<file path="config.mk">
export PLATFORM = sky130hd
export DESIGN_NAME = seq_pattern_tx
export DESIGN_NICKNAME = d
export VERILOG_FILES = /design/src/rtl/seq_pkg.sv /design/src/rtl/seq_pattern_tx_piso_reg.sv /design/src/rtl/seq_pattern_tx.sv
export SDC_FILE = /design/constraint.sdc
export NUM_CORES = 1
export LEC_CHECK = 0
export CORE_MARGIN = 3
export CORE_UTILIZATION = 48
export DETAILED_ROUTE_END_ITERATION = 10
export MAX_ROUTING_LAYER = met4
export PLACE_DENSITY_LB_ADDON = 0.12
export SYNTH_ARGS = -nofsm -noshare
export SYNTH_HDL_FRONTEND = slang
export SYNTH_SLANG_ARGS = --single-unit
</file>
<file path="constraint.sdc">
create_clock -name clk -period 2.3 [get_ports clk]
set_input_delay 0.46 -clock clk [delete_from_list [all_inputs] [get_ports clk]]
set_output_delay 0.46 -clock clk [all_outputs]
set_load 0.01 [all_outputs]
</file>
<file path="src/rtl/seq_pkg.sv">
`default_nettype none
// +------------------------------------------------------------------+
// | Package : seq_pkg                                                |
// | Shared state encoding, default width and length clamp helper.    |
// | Revision: 1.0                                                    |
// +------------------------------------------------------------------+
package seq_pkg;

    localparam int DEF_WIDTH = 8;

    localparam logic [1:0] ST_IDLE  = 2'd0;
    localparam logic [1:0] ST_SHIFT = 2'd1;
    localparam logic [1:0] ST_DONE  = 2'd2;

    typedef enum logic [1:0] {
        IDLE  = ST_IDLE,
        SHIFT = ST_SHIFT,
        DONE  = ST_DONE
    } state_e;

    // A zero or oversized request length means a full-width pattern.
    function automatic int unsigned eff_len(input int unsigned len, input int unsigned width);
        if (len == 0 || len > width) begin
            return width;
        end
        return len;
    endfunction

endpackage
`default_nettype wire

</file>
<file path="src/rtl/seq_pattern_tx_piso_reg.sv">
`default_nettype none
// +------------------------------------------------------------------+
// | Module  : piso_reg                                               |
// | Parallel-load shift-left register with reload copy and next tap. |
// | Revision: 1.0                                                    |
// +------------------------------------------------------------------+
module piso_reg #(
    parameter int WIDTH = 8,
    parameter int LEN_W = 4
) (
    input  logic             clk,
    input  logic             rst,
    input  logic             load_i,
    input  logic             reload_i,
    input  logic             shift_i,
    input  logic [WIDTH-1:0] data_i,
    input  logic [LEN_W-1:0] tap_idx_i,
    output logic             tap_d_o
);

    logic [WIDTH-1:0] sr_q;
    logic [WIDTH-1:0] sr_d;
    logic [WIDTH-1:0] copy_q;

    always_comb begin
        sr_d = sr_q;
        if (load_i) begin
            sr_d = data_i;
        end else if (reload_i) begin
            sr_d = copy_q;
        end else if (shift_i) begin
            sr_d = {sr_q[WIDTH-2:0], 1'b0};
        end
    end

    // Tap of the next register value, so the caller can register the serial bit.
    always_comb begin
        tap_d_o = 1'b0;
        for (int i = 0; i < WIDTH; i++) begin
            if (tap_idx_i == LEN_W'(i)) begin
                tap_d_o = sr_d[i];
            end
        end
    end

    always_ff @(posedge clk) begin
        if (rst) begin
            sr_q   <= '0;
            copy_q <= '0;
        end else begin
            sr_q <= sr_d;
            if (load_i) begin
                copy_q <= data_i;
            end
        end
    end

endmodule
`default_nettype wire

</file>
<file path="src/rtl/seq_pattern_tx.sv">
`default_nettype none
// +------------------------------------------------------------------+
// | Module  : seq_pattern_tx                                         |
// | Serial MSB-first pattern transmitter with repeat and done pulse. |
// | Revision: 1.0                                                    |
// +------------------------------------------------------------------+
module seq_pattern_tx
    import seq_pkg::*;
#(
    parameter int WIDTH = DEF_WIDTH,
    parameter int LEN_W = 4,
    parameter int REP_W = 4
) (
    input  logic             clk,
    input  logic             rst,
    input  logic             load_valid,
    output logic             load_ready,
    input  logic [WIDTH-1:0] load_data,
    input  logic [LEN_W-1:0] load_len,
    input  logic [REP_W-1:0] load_rep,
    output logic             out,
    output logic             out_valid,
    output logic             busy,
    output logic             done
);

    state_e             state_q, state_d;
    logic [LEN_W-1:0]   len_q, len_d;
    logic [LEN_W-1:0]   bit_q, bit_d;
    logic [REP_W-1:0]   rep_q, rep_d;
    logic [LEN_W-1:0]   len_eff;
    logic               load_en, reload_en, shift_en;
    logic               tap_d;
    logic               out_q, out_valid_q, busy_q, done_q, load_ready_q;

    assign len_eff = LEN_W'(eff_len(32'(load_len), 32'(WIDTH)));

    always_comb begin
        state_d   = state_q;
        len_d     = len_q;
        bit_d     = bit_q;
        rep_d     = rep_q;
        load_en   = 1'b0;
        reload_en = 1'b0;
        shift_en  = 1'b0;
        case (state_q)
            IDLE: begin
                if (load_valid && load_ready_q) begin
                    state_d = SHIFT;
                    len_d   = len_eff;
                    bit_d   = len_eff - LEN_W'(1);
                    rep_d   = load_rep;
                    load_en = 1'b1;
                end
            end
            SHIFT: begin
                if (bit_q != '0) begin
                    bit_d    = bit_q - LEN_W'(1);
                    shift_en = 1'b1;
                end else if (rep_q != '0) begin
                    // Back-to-back pass: reload in place of the shift, no gap cycle.
                    bit_d     = len_q - LEN_W'(1);
                    rep_d     = rep_q - REP_W'(1);
                    reload_en = 1'b1;
                end else begin
                    state_d = DONE;
                end
            end
            DONE:    state_d = IDLE;
            default: state_d = IDLE;
        endcase
    end

    piso_reg #(
        .WIDTH (WIDTH),
        .LEN_W (LEN_W)
    ) u_piso (
        .clk       (clk),
        .rst       (rst),
        .load_i    (load_en),
        .reload_i  (reload_en),
        .shift_i   (shift_en),
        .data_i    (load_data),
        .tap_idx_i (len_d - LEN_W'(1)),
        .tap_d_o   (tap_d)
    );

    always_ff @(posedge clk) begin
        if (rst) begin
            state_q      <= IDLE;
            len_q        <= '0;
            bit_q        <= '0;
            rep_q        <= '0;
            out_q        <= 1'b0;
            out_valid_q  <= 1'b0;
            busy_q       <= 1'b0;
            done_q       <= 1'b0;
            load_ready_q <= 1'b1;
        end else begin
            state_q      <= state_d;
            len_q        <= len_d;
            bit_q        <= bit_d;
            rep_q        <= rep_d;
            out_q        <= (state_d == SHIFT) ? tap_d : 1'b0;
            out_valid_q  <= (state_d == SHIFT);
            busy_q       <= (state_d == SHIFT);
            done_q       <= (state_d == DONE);
            load_ready_q <= (state_d == IDLE);
        end
    end

    assign out        = out_q;
    assign out_valid  = out_valid_q;
    assign busy       = busy_q;
    assign done       = done_q;
    assign load_ready = load_ready_q;

endmodule
`default_nettype wire
</file>
Yosys cells after proc, flatten, opt, wreduce, memory -nomap -nowiden
Index checks and enable logic that the tools add are counted.
{ "totals": {"in_bits": 19, "ff_bits": 34} }
{ "op_classes": {"mux": 35, "reduce_logical": 12, "bitwise_logic": 1, "addsub": 5, "magnitude_cmp": 1, "eq_ne": 14} }
{ "op_table": {"columns": ["operator", "n"], "rows": [
  ["two-way mux 4 bit", 10],
  ["two-way mux 8 bit", 3],
  ["subtractor 4 x 1 -> 4 bit, second input constant", 5],
  ["equality test 4 x 3 -> 1 bit, second input constant", 4],
  ["two-way mux 1 bit", 16],
  ["case mux 4 bit (2 select lines)", 2],
  ["equality test 4 x 2 -> 1 bit, second input constant", 2],
  ["zero test 4 bit", 2],
  ["nonzero test 4 bit", 2],
  ["two-way mux 2 bit", 3],
  ["inequality test 2 bit, second input constant", 3],
  ["equality test 2 x 1 -> 1 bit, second input constant", 2],
  ["equality test 4 x 1 -> 1 bit, second input constant", 1],
  ["> comparator 4 bit, second input constant", 1],
  ["zero test 2 bit", 2],
  ["case mux 2 bit (2 select lines)", 1],
  ["AND reduction 4 bit", 1],
  ["inequality test 3 bit, second input constant", 1],
  ["AND reduction 3 bit", 1],
  ["equality test 2 bit, second input constant", 1],
  ["nonzero test 2 bit", 1],
  ["OR reduction 2 bit", 1],
  ["logical AND 1 bit", 1],
  ["logical OR 1 bit", 1],
  ["NOT 1 bit", 1]
]} }

Logic depth before layout (Yosys ltp)
Gate-level depths: netlist (run 1).
{ "depth": {"word_depth": 16, "depth_mapped": 11, "ltp_nobuf": 9} }

Modules after synthesis
From an unflattened synthesis (run 1), not the netlist that was laid out.
{ "hier_totals": {"cells_unflattened": 195, "area_unflattened_um2": 1757.9} }
{ "by_module_without_submodules": {"columns": ["mod", "cells_each", "seq_area_each_um2", "area_each_um2", "instances"], "rows": [
  ["seq_pattern_tx", 115, 360.3, 975.9, 1],
  ["piso_reg", 80, 320.3, 782.0, 1]
]} }

Least setup slack after synthesis (run 1)
Ideal clock, no wire load.
{ "synth_timing": {"kind": "register to register", "startpoint": "register rep_q[0]", "endpoint": "register out_q (netlist: out)", "stages_incl_launch_ff": 11, "required_time_ns": 2.197, "slack_ns": -0.078, "arrival_ns": 2.275, "path_buffers": 1, "setup_ns": 0.103, "path_cell_list": "dfxtp_1 inv_1 ha_1 or3b_4 and3_1 clkbuf_1 or3b_1 a31oi_1 o21ai_0 and3_1 a2111oi_2"} }
{ "synth_via": {"elab_chain_cells": 14} }
{ "synth_lines": {"columns": ["item", "line", "rtl"], "rows": [
  ["start: declaration", "seq_pattern_tx.sv:30", "logic [REP_W-1:0] rep_q, rep_d;"],
  ["start signal: assignment", "seq_pattern_tx.sv:103", "rep_q <= rep_d;"],
  ["nonzero test 4 bit *", "seq_pattern_tx.sv:60", "end else if (rep_q != '0) begin"],
  ["two-way mux 1 bit", "seq_pattern_tx.sv:60", null],
  ["two-way mux 1 bit", "seq_pattern_tx.sv:57", "if (bit_q != '0) begin"],
  ["two-way mux 1 bit", "seq_pattern_tx.sv:46", "case (state_q)"],
  ["two-way mux 8 bit", "seq_pattern_tx_piso_reg.sv:29", "end else if (reload_i) begin"],
  ["two-way mux 8 bit", "seq_pattern_tx_piso_reg.sv:27", "if (load_i) begin"],
  ["two-way mux 1 bit (8 in a row)", "seq_pattern_tx_piso_reg.sv:40", "if (tap_idx_i == LEN_W'(i)) begin"],
  ["end signal: assignment", "seq_pattern_tx.sv:104", "out_q <= (state_d == SHIFT) ? tap_d : 1'b0;"],
  ["end: declaration", "seq_pattern_tx.sv:34", "logic out_q, out_valid_q, busy_q, done_q, load_ready_q;"]
]} }
Every way passes the cells marked *; elsewhere a longest branch is shown, timed or not.
A chain may end at the register's enable or synchronous reset.

Final worst setup path (run 1)
Same ends and word-level chain as after synthesis.

==> flow_summary.ini, run 1 <==
[floorplan]
die_y_um = 64.5
coreArea_sq_um = 3150
dieArea_sq_um = 4160
io_pins = 24
rows = 20
chipWidth_um = 64.5
initial_utilization_pct = 52.1

[setup_path]
endpoint_kind = register
crit_fanout = 3
critPathRequiredTime_ps = 2530
crit_chain = inv_1, ha_2, or3b_4, and3_4, or3b_4, a31oi_1, o21ai_1, and3_1, a2111oi_2
max_stage_delay_ps = 410
crit_type = register to register
cp-start-kind = register
cp_data_arrival_time_ps = 2670
cp_slowest_cell = or3b_4
cpMostUsedCell = or3b_4

[clock_tree]
cts_setup_buffers = 0
htree_levels = 2
clkTransAtPathRegs_ps = 100
clock_sinks = 34
cts_buffer_depth = 2
clk_latency_ps = 340
cts_tree = built
cts_made_buffers = 5
clockRootBuffer = clkbuf_4

[cells_and_area]
nets = 273
antennaDiodeCount = 0
area_delta_synth_final_pct = 31.3
drive_gt1_share_pct = 18.2
fillers = 275
final_cell_mix = 37 x nand2_1, 33 x dfxtp_1, 31 x nor2_1, 27 x buf_4, 26 x a21oi_1
post-route-util_pct = 68.3
final_common_cell = nand2_1
fin_cells = 297

[global_route]
gr-total-overflow = 0
grt_antenna_before_repair = 0
groute.usage.overall_pct = 23.3
grt_pass1_vias = 1651
grt_first_pass_wirelength_mm = 7.38
grt_start_max_net_pins = 21

[yosys]
synth_compound_area_share_pct = 22.7
synthAdderAreaFrac_pct = 1.52
avgSynthCellArea_sq_um = 7.93
synth-seq-cells = 34
synth_edf_count = 0
synth_cell_types = 41
syn_inst = 207
synth_area_sq_um = 1640
synth-xor-area-share_pct = 1.07
synth.net_count = 228
synth_flop_cell = dfxtp_1
seq_area_frac_synth_pct = 41.5
synth_top_family_by_area = simple AND/OR/NAND/NOR gates
yosysWarningCount = 0
muxShareOfSynthArea_pct = 3.05
synth-async-reset-ratio_pct = 0
yosys.area_share.simple_pct = 26.7

[drt]
drt_first_pass_iters = 4
remaining_drc_errors = 0
drt-met1-wl_mm = 1.82
top_layer_used = met4
ant_nets = 0
first_iter_violations = 120
wl_met2_mm = 2.19
wl_met3_um = 215
viasPerCell = 5.60
via_count = 1663
drt-wirelength-per-cell_um = 14.6
wirelength_mm = 4.33

[place]
port_buffers = 23
place_congestion = 0.913
dp.final_hpwl_mm = 3.17
place_inst = 289

[power_and_ir_drop]
clkPwrFrac_pct = 14.8
p_sw_share_pct = 38.9
switching_power_uw = 916
seqPwrFrac_pct = 35.3
comb_power_share_pct = 50.0
p_leak_nw = 0.841
total_power_mw = 2.35
cellInternalPower_mw = 1.44
pwr_density_cell_nw_per_um2 = 1090
peakVddDrop_uv = 586

[sta]
rsz0062_at_grt = yes
fin_crit_ps = 2440
fin_ws_ps = -140
period_share_pct = 106
relSlewSlack_pct = 73.5
worstMarginPinSlew_ps = 397
fin_skew_ps = 10.1
maxSlewViolCount = 0
setup_viol = 1
finalSetupTns_ps = -140
fmax_mhz = 410
hold_viol = 0

[run_status]
status = complete, but fails checks
violations = negative setup slack

[worst_hold_path]
hold_class = register to register

[run]
cap_viol_max_count = 0
==> power by group through the flow <==
stage          combinational [mW]  sequential, mW  clock (mW)
6_report                     1.17           0.829       0.347
5_1_grt                      1.30           0.847       0.379
4_1_cts                      1.16           0.826       0.355
3_5_place_dp                 1.14           0.838           0
3_3_place_gp                 1.09           0.832           0
2_1_floorplan               0.714           0.825           0
==> cell families after synthesis <==
| family | Yosys count |
|---|---|
| xor+xnor | 2 |
| compound gates | 56 |
| flops | 34 |
| fa+ha+maj | 2 |
| buf+inv | 14 |
| simple gates | 94 |
| mux | 5 |
==> worst max-delay path: cells and delay by family, from the launching register on <==
| kind | cells | cell delay, ps |
|---|---|---|
| simple gates | 4 | 1170 |
| fa+ha+maj | 1 | 190 |
| flops | 1 | 340 |
| buf+inv | 1 | 70 |
| compound gates | 3 | 570 |
==> Yosys cell counts (3+ instances only) <==
| library cell | n | area share (%) |
|---|---|---|
| nand2_1 | 37 | 8.5 |
| nor2b_1 | 6 | 2.3 |
| dfxtp_1 | 34 | 41 |
| o21ai_0 | 6 | 1.8 |
| a21oi_1 | 26 | 7.9 |
| mux2i_1 | 5 | 3.0 |
| a211oi_1 | 5 | 2.3 |
| nor3_1 | 4 | 1.2 |
| a22oi_1 | 3 | 1.4 |
| clkbuf_1 | 8 | 1.8 |
| nor2_1 | 31 | 7.1 |
==> what timing repair did <==
item,in CTS,in global routing
hold buffers,0,0
gates resized for setup,3,3
endpoints found under the hold margin,0,0
setup endpoints to repair,1,1
pin swaps,0,1
==> routing by layer <==
metal  global-route usage, %  vias to the layer above
met5                       -                        -
met3                    5.72                       13
li1                        -                      818
met1                    25.2                      787
met2                    40.7                       45
met4                    9.50                        0
==> registers in the layout (all words and copies together), names as in the netlist <==
register,cells
len_q,4
state_q,2
u_piso.sr_q,8
bit_q,4
out,1
done,1
busy,1
rep_q,4
load_ready,1
u_piso.copy_q,8
==> worst paths after layout <==
path                          from                to  slack (ps)  depth (start not counted)
setup / recovery          rep_q[0]               out        -140                          9
hold / removal    u_piso.copy_q[6]  u_piso.copy_q[6]         460                          2
setup reg to reg          rep_q[0]               out        -140                          9
hold reg to reg   u_piso.copy_q[6]  u_piso.copy_q[6]         460                          2
==> layout make-up <==
| cell class | instances | area [sq um] | area share, % |
|---|---|---|---|
| repair buffers | 50 | 433 | 20.1 |
| multi-input cells | 159 | 917 | 42.6 |
| clock inverters | 1 | 5.00 | 0.232 |
| inverters | 2 | 7.51 | 0.348 |
| clock buffers | 7 | 55.1 | 2.56 |
| well taps | 44 | 55.1 | 2.56 |
| flip-flops and latches | 34 | 682 | 31.6 |
==> metrics by stage <==
stage | instance area [sq um] | hold slack (ps) | worst slack [ps]
final | 2150 | 461 | -140
after global routing | 2150 | 487 | -231
after CTS | 2150 | 464 | -101
after detailed placement | 2080 | 450 | -368
after global placement | 2080 | 443 | -209
after floorplan | 1640 | 436 | -30.9
Note: power is estimated with default switching activity, not from simulation.
==> inputs of run 2 (changes only) <==
--- a/config.mk
+++ b/config.mk
@@ -5,6 +5,7 @@
 export SDC_FILE = /design/constraint.sdc
 export NUM_CORES = 1
 export LEC_CHECK = 0
+export CAP_MARGIN = 20
 export CORE_MARGIN = 3
 export CORE_UTILIZATION = 48
 export DETAILED_ROUTE_END_ITERATION = 10
==> results of run 2 <==
The final DEF is identical to that of run 1; final timing and power are the same.
